`src/rtl/rst_defs.sv`:
```
// Shared reset-infrastructure definitions: sequencer state encoding, counter
// sizing helpers and parameter legality checks for clock/reset blocks.
package rst_defs;

    typedef enum logic [2:0] {
        RST_ASSERT   = 3'd0,
        RST_DEBOUNCE = 3'd1,
        RST_RELEASE  = 3'd2,
        RST_RUN      = 3'd3,
        RST_HOLD     = 3'd4
    } rstState_t;

    function automatic int maxInt(input int a, input int b);
        return (a > b) ? a : b;
    endfunction

    // Width needed to hold 0..maxCount, never narrower than one bit.
    function automatic int cntWidth(input int maxCount);
        return (maxCount < 1) ? 1 : $clog2(maxCount + 1);
    endfunction

    function automatic bit syncStagesLegal(input int syncStages);
        return syncStages >= 2;
    endfunction

    function automatic bit seqParamsLegal(input int syncStages,
                                          input int debounceCycles,
                                          input int numDomains,
                                          input int releaseGap,
                                          input int softHoldCycles);
        return syncStagesLegal(syncStages) && (debounceCycles >= 1) &&
               (numDomains >= 1) && (numDomains <= 16) &&
               (releaseGap >= 1) && (softHoldCycles >= 1);
    endfunction

endpackage

```
`src/rtl/rst_sync_chain.sv`:
```
// Reset synchroniser: asynchronously cleared flop chain whose output rises a
// fixed number of clock edges after the asynchronous reset is released.
module rst_sync_chain
    import rst_defs::*;
#(
    parameter int SYNC_STAGES = 2
) (
    input  logic clk,
    input  logic rst_async_n,
    output logic o_syncOut
);

    if (!syncStagesLegal(SYNC_STAGES)) begin : g_badStages
        $error("rst_sync_chain: SYNC_STAGES must be 2 or more");
    end

    logic [SYNC_STAGES-1:0] r_chain;

    always_ff @(posedge clk or negedge rst_async_n) begin
        if (!rst_async_n) begin
            r_chain <= '0;
        end else begin
            r_chain <= {r_chain[SYNC_STAGES-2:0], 1'b1};
        end
    end

    assign o_syncOut = r_chain[SYNC_STAGES-1];

endmodule

```
`src/rtl/rst_sequencer.sv`:
```
// Reset sequencer: synchronised release, debounce, staggered per-domain
// deassertion and software-requested hold, all on a single clock.
module rst_sequencer
    import rst_defs::*;
#(
    parameter int SYNC_STAGES      = 2,
    parameter int DEBOUNCE_CYCLES  = 16,
    parameter int NUM_DOMAINS      = 3,
    parameter int RELEASE_GAP      = 4,
    parameter int SOFT_HOLD_CYCLES = 8
) (
    input  logic                   clk,
    input  logic                   rst_async_n,
    input  logic                   soft_rst_req,
    output logic [NUM_DOMAINS-1:0] rst_sync,
    output logic                   rst_done
);

    if (!seqParamsLegal(SYNC_STAGES, DEBOUNCE_CYCLES, NUM_DOMAINS,
                        RELEASE_GAP, SOFT_HOLD_CYCLES)) begin : g_badParams
        $error("rst_sequencer: illegal parameter value");
    end

    localparam int CW = cntWidth(maxInt(DEBOUNCE_CYCLES, SOFT_HOLD_CYCLES) - 1);
    localparam int GW = cntWidth(RELEASE_GAP - 1);
    localparam int RW = cntWidth(NUM_DOMAINS);

    localparam logic [CW-1:0] DEB_END  = CW'(DEBOUNCE_CYCLES - 1);
    localparam logic [CW-1:0] HOLD_END = CW'(SOFT_HOLD_CYCLES - 1);
    localparam logic [GW-1:0] GAP_END  = GW'(RELEASE_GAP - 1);
    localparam logic [RW-1:0] ALL_REL  = RW'(NUM_DOMAINS);

    logic                   w_syncOut;
    rstState_t              r_state, w_stateNext;
    logic [CW-1:0]          r_cnt, w_cntNext;
    logic [GW-1:0]          r_gap, w_gapNext;
    logic [RW-1:0]          r_relCnt, w_relCntNext;
    logic [NUM_DOMAINS-1:0] r_rstSync, w_rstSyncNext;
    logic                   r_done, w_doneNext;

    rst_sync_chain #(
        .SYNC_STAGES (SYNC_STAGES)
    ) u_syncChain (
        .clk         (clk),
        .rst_async_n (rst_async_n),
        .o_syncOut   (w_syncOut)
    );

    // r_relCnt is the number of domains already released; domains below it are out of reset.
    always_comb begin
        w_stateNext  = r_state;
        w_cntNext    = r_cnt;
        w_gapNext    = r_gap;
        w_relCntNext = r_relCnt;
        w_doneNext   = r_done;

        case (r_state)
            RST_ASSERT: begin
                if (w_syncOut) begin
                    w_stateNext = RST_DEBOUNCE;
                    w_cntNext   = '0;
                end
            end
            RST_DEBOUNCE: begin
                if (r_cnt >= DEB_END) begin
                    w_stateNext  = RST_RELEASE;
                    w_gapNext    = '0;
                    w_relCntNext = RW'(1);
                end else begin
                    w_cntNext = r_cnt + CW'(1);
                end
            end
            RST_RELEASE: begin
                if (soft_rst_req) begin
                    w_stateNext  = RST_HOLD;
                    w_cntNext    = '0;
                    w_relCntNext = '0;
                    w_doneNext   = 1'b0;
                end else if (r_relCnt == ALL_REL) begin
                    w_stateNext = RST_RUN;
                    w_doneNext  = 1'b1;
                end else if (r_gap >= GAP_END) begin
                    w_relCntNext = r_relCnt + RW'(1);
                    w_gapNext    = '0;
                end else begin
                    w_gapNext = r_gap + GW'(1);
                end
            end
            RST_RUN: begin
                if (soft_rst_req) begin
                    w_stateNext  = RST_HOLD;
                    w_cntNext    = '0;
                    w_relCntNext = '0;
                    w_doneNext   = 1'b0;
                end
            end
            RST_HOLD: begin
                if (soft_rst_req) begin
                    w_cntNext = '0;
                end else if (r_cnt >= HOLD_END) begin
                    w_stateNext  = RST_RELEASE;
                    w_gapNext    = '0;
                    w_relCntNext = RW'(1);
                end else begin
                    w_cntNext = r_cnt + CW'(1);
                end
            end
            default: begin
                w_stateNext  = RST_ASSERT;
                w_cntNext    = '0;
                w_gapNext    = '0;
                w_relCntNext = '0;
                w_doneNext   = 1'b0;
            end
        endcase

        for (int i = 0; i < NUM_DOMAINS; i++) begin
            w_rstSyncNext[i] = (RW'(i) >= w_relCntNext);
        end
    end

    always_ff @(posedge clk or negedge rst_async_n) begin
        if (!rst_async_n) begin
            r_state   <= RST_ASSERT;
            r_cnt     <= '0;
            r_gap     <= '0;
            r_relCnt  <= '0;
            r_rstSync <= '1;
            r_done    <= 1'b0;
        end else begin
            r_state   <= w_stateNext;
            r_cnt     <= w_cntNext;
            r_gap     <= w_gapNext;
            r_relCnt  <= w_relCntNext;
            r_rstSync <= w_rstSyncNext;
            r_done    <= w_doneNext;
        end
    end

    assign rst_sync = r_rstSync;
    assign rst_done = r_done;

endmodule

```
`config.mk`:
```
export PLATFORM = sky130hd
export DESIGN_NAME = rst_sequencer
export DESIGN_NICKNAME = d
export VERILOG_FILES = /design/src/rtl/rst_defs.sv /design/src/rtl/rst_sync_chain.sv /design/src/rtl/rst_sequencer.sv
export SDC_FILE = /design/constraint.sdc
export NUM_CORES = 1
export LEC_CHECK = 0
export CORE_ASPECT_RATIO = 0.6
export CORE_MARGIN = 4
export CORE_UTILIZATION = 25
export CTS_BUF_LIST = sky130_fd_sc_hd__clkbuf_2
export CTS_CLUSTER_SIZE = 20
export DETAILED_ROUTE_END_ITERATION = 7
export GPL_TIMING_DRIVEN = 0
export HOLD_SLACK_MARGIN = 0.15
export PLACE_DENSITY = 0.48
export SYNTH_ARGS = -nofsm -noshare
export SYNTH_HDL_FRONTEND = slang
export SYNTH_SLANG_ARGS = --single-unit
```
`constraint.sdc`:
```
create_clock -name clk -period 1.6 [get_ports clk]
set_input_delay 0.32 -clock clk [delete_from_list [all_inputs] [get_ports clk]]
set_output_delay 0.32 -clock clk [all_outputs]
set_load 0.02 [all_outputs]
```
==> qor.txt, run 1 <==
Layout area overhead = 34.0%
TritonCTS sink count = 17
total track usage = 9.60%
Post-Syn Area per Cell = 10.2 sq um
share of the synthesized area in the top cell type = 38.5%
Worst-Margin Slew = 0.807 ns
Yosys top cell by area = dfrtp_1
Synth cell types = 41
critical-path cell list = dlygate4sd2_1 > or4b_4 > o22a_4 > o21ai_4 > mux2_4
sequential fraction of the synthesis area = 47.2%
Clk Latency, worst-skew pair = 0.31 ns
CTS tree = done
final worst slack = -0.150 ns
initial core utilization = 27.0%
initial antenna violation count = 0
Ant. Diodes = 0
reg2reg start = r_state[0]
Max Clock Skew = 0.0117 ns
Top Ports = 7
Clock Path Buffers = 2
CP arrival = 1.97 ns
worst hold slack = 0.383 ns
fraction of layout cells with a size suffix above 1 = 36.1%
Worst Path Class, Setup = input port to register
Ys Warns = 0
Slowest cell on crit path = or4b_4
Final min period = 1.75 ns
clock root buffer = clkbuf_2
first-pass GRT wire length = 3.37 mm
vias in the first global route = 681
DRT Pass-1 Iters = 4
pre-CTS setup slack = -0.758 ns
Reg2Reg Depth = 4
CTS Buf Count = 3
Post-synth EDFFs = 0
Slew Limit Fails = 0
# H-tree levels = 1
Syn Inst Count = 89
top cells by area, synth = dfrtp_1 39%, dfstp_2 8.7%, ha_1 4.1%, nand2_1 3.7%, nor2_1 2.9%
nets@finish = 115
vias per cell = 5.02
Top FF cell, synth = dfrtp_1
cell row count = 16
RePlAce Congestion = 0.765
LEAKAGE = 0.478 nW
total grt overflow = 0
Worst R2R Setup Slack = -0.13 ns
PwrDens = 1350 nW/um^2
Clk pin slew, worst setup/hold paths = 0.17 ns
status = complete, but fails checks
full die area = 4700 sq um
via count = 768
FMAX = 571 MHz
Worst EP required = 1.82 ns
# DRC = 0
Seq cells post-synth = 17
DR iter-0 viols = 64
final wirelength = 2.15 mm
fin crit share = 109%
Hold Crit Class = register to register
CP startpoint = soft_rst_req
post-synthesis cell area = 910 sq um
Max Cap Viol = 0
largest net degree at the start of global routing = 18
critical path capture point = r_cnt[0]
FF-to-FF End = r_cnt[0]
Final ANT Viol Nets = 0
Post-synth ARST share = 100%
Die Wd = 85.9 um
Die Y = 54.7 um
final hold violations = 0
WL/cell = 14.1 um
I/O Buffers = 6
crit start category = input port
final-report setup violation count = 6
Post-DP HPWL = 1.42 mm
Critical Path End Type = register
Post-Syn Nets = 95
CP Max Fanout = 8
VDD IR max = 438 uV
Max-slew headroom = 46.0%
Worst path max stage delay = 0.60 ns
Core ar. = 3360 sq um
failing checks = negative setup slack
RSZ-0062 raised after global routing = yes
## worst min-delay path by stage
stage | from | end | depth (start not counted)
after floorplan | rst_async_n | r_cnt[0] | 0
after global placement | u_syncChain.r_chain[0] | u_syncChain.r_chain[1] | 0
after detailed placement | u_syncChain.r_chain[0] | u_syncChain.r_chain[1] | 0
after CTS | u_syncChain.r_chain[0] | u_syncChain.r_chain[1] | 0
after global routing | u_syncChain.r_chain[0] | u_syncChain.r_chain[1] | 0
final | u_syncChain.r_chain[0] | u_syncChain.r_chain[1] | 0
## critical path, delay by kind of cell
kind            cells  cell delay [ns]
buf+inv             1             0.36
simple gates        1             0.60
mux                 1             0.33
compound gates      2             0.37
## cell usage in the layout (no fill, tap or decap), types with 3 or more instances in the layout
cell type	n
inv_1	3
buf_4	9
nand2_1	9
dlygate4sd2_1	5
nor2_1	6
dfstp_2	3
dfrtp_1	13
clkbuf_2	5
## repair_timing
action                                  4_1_cts  5_1_grt
pin swaps                                     3        1
cloned                                        0        0
hold buffers                                  0        0
gates resized for setup                      13       13
buffers inserted                              5        4
endpoints found under the setup margin       15       10
## cells in the mapped netlist, types with 2 or more instances
master and n:
dfstp_2 3, ha_1 3, nor3_1 3, nand3_1 2, nor2_1 7, dfrtp_1 14
nor2b_1 3, o21ai_0 4, o221ai_1 2, mux2i_1 2, a21oi_1 2, o2bb2ai_1 2
o211ai_1 2, nand3b_1 2, clkbuf_1 2, nand2_1 9, inv_1 3
## registers in the layout, summed over array words and instances (netlist names)
signal               count
r_state                  3
r_gap                    2
r_relCnt                 2
rst_done                 1
rst_sync                 3
u_syncChain.r_chain      2
r_cnt                    4
## report_power, final
part	internal (mW)	switching, mW	leakage (nW)	total [mW]
combinational	0.389	0.398	0.252	0.787
clock	0.0662	0.140	0.0166	0.206
sequential	0.551	0.0999	0.209	0.651
total	1.01	0.638	0.478	1.64
## layout make-up
| class | instances | area (sq um) |
|---|---|---|
| buffer | 3 | 15.0 |
| clock buffer | 4 | 20.0 |
| fill | 348 | 2140 |
| inverter | 3 | 11.3 |
| multi-input combinational | 66 | 564 |
| sequential | 17 | 430 |
| tap | 45 | 56.3 |
| timing repair buffer | 15 | 121 |
## layer usage
metal	share of wire [%]	GRT usage, %
met1	53	12.8
met2	41	14.3
met3	2.9	3.61
met4	3.4	3.16
met5	0	0
## metrics by stage
step	cells	power, mW	setup TNS (ns)	utilization, %	cell area, sq um
final	153	1.64	-0.255	36.2	1220
after global routing	153	1.78	-0.558	36.2	1220
after CTS	149	1.53	-0.144	33.7	1130
after detailed placement	140	1.24	-6.31	31.3	1050
after global placement	140	1.24	-6.18	31.3	1050
after floorplan	89	1.09	-0.0867	-	935
## cells by family (layout without fill, tap and decap cells)
family,after synthesis,count (layout),share of synthesized area [%]
simple gates,34,34,20.4
compound gates,24,24,20.9
flops,17,17,47.2
buf+inv,6,25,2.61
fa+ha+maj,3,3,4.13
mux,3,3,3.44
other cells,1,1,0.412
xor+xnor,1,1,0.963
Power figures use the tool's default switching activity.
==> run 2, diff against run 1 <==
- SETUP_SLACK_MARGIN: default -> 0.3
==> run 2 against run 1 <==
The run still ends with negative setup slack left. Clock-buffer cell count unchanged. Non-clock buffer count is 2 lower. Sequential power grew 2%. Clock power is 3% higher. Via count is 2.5% lower. Setup slack better by 0.021 ns. Utilization fell by 0.86 points. Power is 2.4% lower. Global-route usage increased by 0.62 points. Critical endpoint unchanged. Cell count is 1.3% lower.
==> qor.txt, run 2 (synthesized netlist as in run 1, its figures left out) <==
met1 Use GR = 14.2% (+1.3 points)
Clk pin slew, worst setup/hold paths = 0.19 ns (+0.02 ns)
vias per cell = 4.96 (-1.2%)
VDD IR max = 384 uV (-12%)
fraction of layout cells with a size suffix above 1 = 38.7% (+2.6 points)
Setup TNS Final = -0.414 ns (-0.159 ns)
Reg2Reg Depth = 4 (unchanged)
GR peak layer = met2
Worst path depth = 4 (-1)
Tot Pwr = 1.60 mW (-2.4%)
CP Max Fanout = 4 (-4)
CP arrival = 1.96 ns (about the same)
Die Wd = 85.9 um (unchanged)
Hold Crit Class = register to register
Post-DP HPWL = 1.49 mm (+5.2%)
Top Ports = 7 (unchanged)
Slew Limit Fails = 0 (unchanged)
FF-to-FF End = r_cnt[0]
flip-flop count of the largest register after layout = 4 (unchanged)
FMAX = 578 MHz (+1.2%)
initial antenna violation count = 0 (unchanged)
Final min period = 1.73 ns (-0.0208 ns)
first-pass GRT wire length = 3.63 mm (+7.8%)
total grt overflow = 0 (unchanged)
Max-slew headroom = 47.0% (+0.98 points)
Clk Latency, worst-skew pair = 0.32 ns (about the same)
CP bufs+invs = 0 (-1)
register area = 432 sq um (+0.29%)
DRT Pass-1 Iters = 6 (+2)
Ant. Diodes = 0 (unchanged)
Max Clock Skew = 0.0225 ns (+0.0108 ns)
status = complete, but fails checks
initial core utilization = 27.0% (unchanged)
hold path depth = 0 (unchanged)
Worst R2R Setup Slack = -0.13 ns (about the same)
nets@finish = 113 (-1.7%)
LEAKAGE = 0.472 nW (-1.2%)
I/O Buffers = 6 (unchanged)
Slowest cell on crit path = or4b_4
Largest Register = r_cnt
# DRC = 0 (unchanged)
RSZ-0062 raised after global routing = yes
met2 GRT Util = 15.2% (+0.90 points)
Core ar. = 3360 sq um (unchanged)
CP startpoint = r_state[0]
fin crit share = 108% (-1.3 points)
Filler cells = 349 (+0.29%)
largest net degree at the start of global routing = 18 (unchanged)
Critical Path End Type = register
Worst EP required = 1.84 ns (+0.02 ns)
Max Cap Viol = 0 (unchanged)
full die area = 4700 sq um (unchanged)
WL/cell = 14.4 um (+2.5%)
vias in the first global route = 730 (+7.2%)
Layout area overhead = 30.8%
final hold violations = 0 (unchanged)
leading cell types in the layout, fill and taps excluded = 12 x dfrtp_1, 9 x nand2_1, 7 x nor2_1, 7 x buf_4, 6 x clkbuf_2
CTS tree = done
met3 usage = 3.61% (unchanged)
critical path's top delay family = simple AND/OR/NAND/NOR gates
commonest non-fill, non-tap cell in the layout = dfrtp_1
PwrDens = 1350 nW/um^2 (about the same)
Final ANT Viol Nets = 0 (unchanged)
final wirelength = 2.17 mm (+1.1%)
crit start category = register
TritonCTS sink count = 17 (unchanged)
Worst-Margin Slew = 0.792 ns (-0.0147 ns)
critical path capture point = r_cnt[0]
critical-path cell list = or4b_4 > o22a_4 > o21ai_4 > mux2_4
CTS Buf Count = 3 (unchanged)
total track usage = 10.2% (+0.62 points)
# H-tree levels = 1 (unchanged)
final worst slack = -0.129 ns (+0.0208 ns)
Clock Path Buffers = 2 (unchanged)
worst hold slack = 0.373 ns (-0.00994 ns)
final-report setup violation count = 7 (+1)
Worst path max stage delay = 0.53 ns (-0.07 ns)
Worst Path Class, Setup = register to register
reg2reg start = r_state[0]
via count = 749 (-2.5%)
DR iter-0 viols = 48 (-25%)
failing checks = negative setup slack
RePlAce Congestion = 0.747 (-2.3%)
Multi-input gate area = 546 sq um (-3.3%)
cell row count = 16 (unchanged)
clock root buffer = clkbuf_2
Die Y = 54.7 um (unchanged)
run 2: power breakdown:
group,switching [mW],total [mW],internal [mW]
clock,0.146,0.212,0.0662
combinational,0.369,0.730,0.361
sequential,0.110,0.663,0.553
total,0.625,1.60,0.980
run 2: what timing repair did:
action | CTS | global route
setup endpoints to repair | 19 | 18
resized for setup | 31 | 8
pin swaps | 6 | 0
hold buffers | 0 | 0
buffers inserted | 5 | 2
run 2: worst register-to-register path, stage by stage, from the launching register on:
cell and delay (ns):
dfrtp_1 0.44, or4b_4 0.53, o22a_4 0.27, o21ai_4 0.09
mux2_4 0.31
run 2: worst min-delay path by stage:
stage | startpoint | end
finish | u_syncChain.r_chain[0] | u_syncChain.r_chain[1]
floorplan | rst_async_n | r_cnt[0]
global route | u_syncChain.r_chain[0] | u_syncChain.r_chain[1]
detailed placement | u_syncChain.r_chain[0] | u_syncChain.r_chain[1]
global placement | u_syncChain.r_chain[0] | u_syncChain.r_chain[1]
CTS | u_syncChain.r_chain[0] | u_syncChain.r_chain[1]
run 2: final cells by class:
class                   count  share of cell area (%)
inverters                   3                   0.946
repair buffers             13                    9.25
flip-flops and latches     17                    36.3
plain buffers               3                    1.26
multi-input cells          66                    45.8
well taps                  45                    4.73
clock buffers               4                    1.68
run 2: per-layer routing:
layer  vias to the layer above  routed length, um
met5                         -                  0
met4                         0                 11
met3                         2                 70
met2                        10                883
met1                       367               1210
li1                        370                  -
run 2: per-stage QoR:
step	cells	setup WS, ns	cell area (sq um)	utilization [%]
floorplan	89	-0.0860	945	-
global route	151	-0.171	1190	35.4
CTS	149	-0.114	1150	34.2
global placement	140	-0.746	1060	31.5
finish	151	-0.129	1190	35.4
detailed placement	140	-0.751	1060	31.5
==> run 3, diff against run 2 <==
- CTS_CLUSTER_DIAMETER: default -> 60
==> results of run 3 <==
The final DEF is identical to that of run 2; final timing and power are the same.
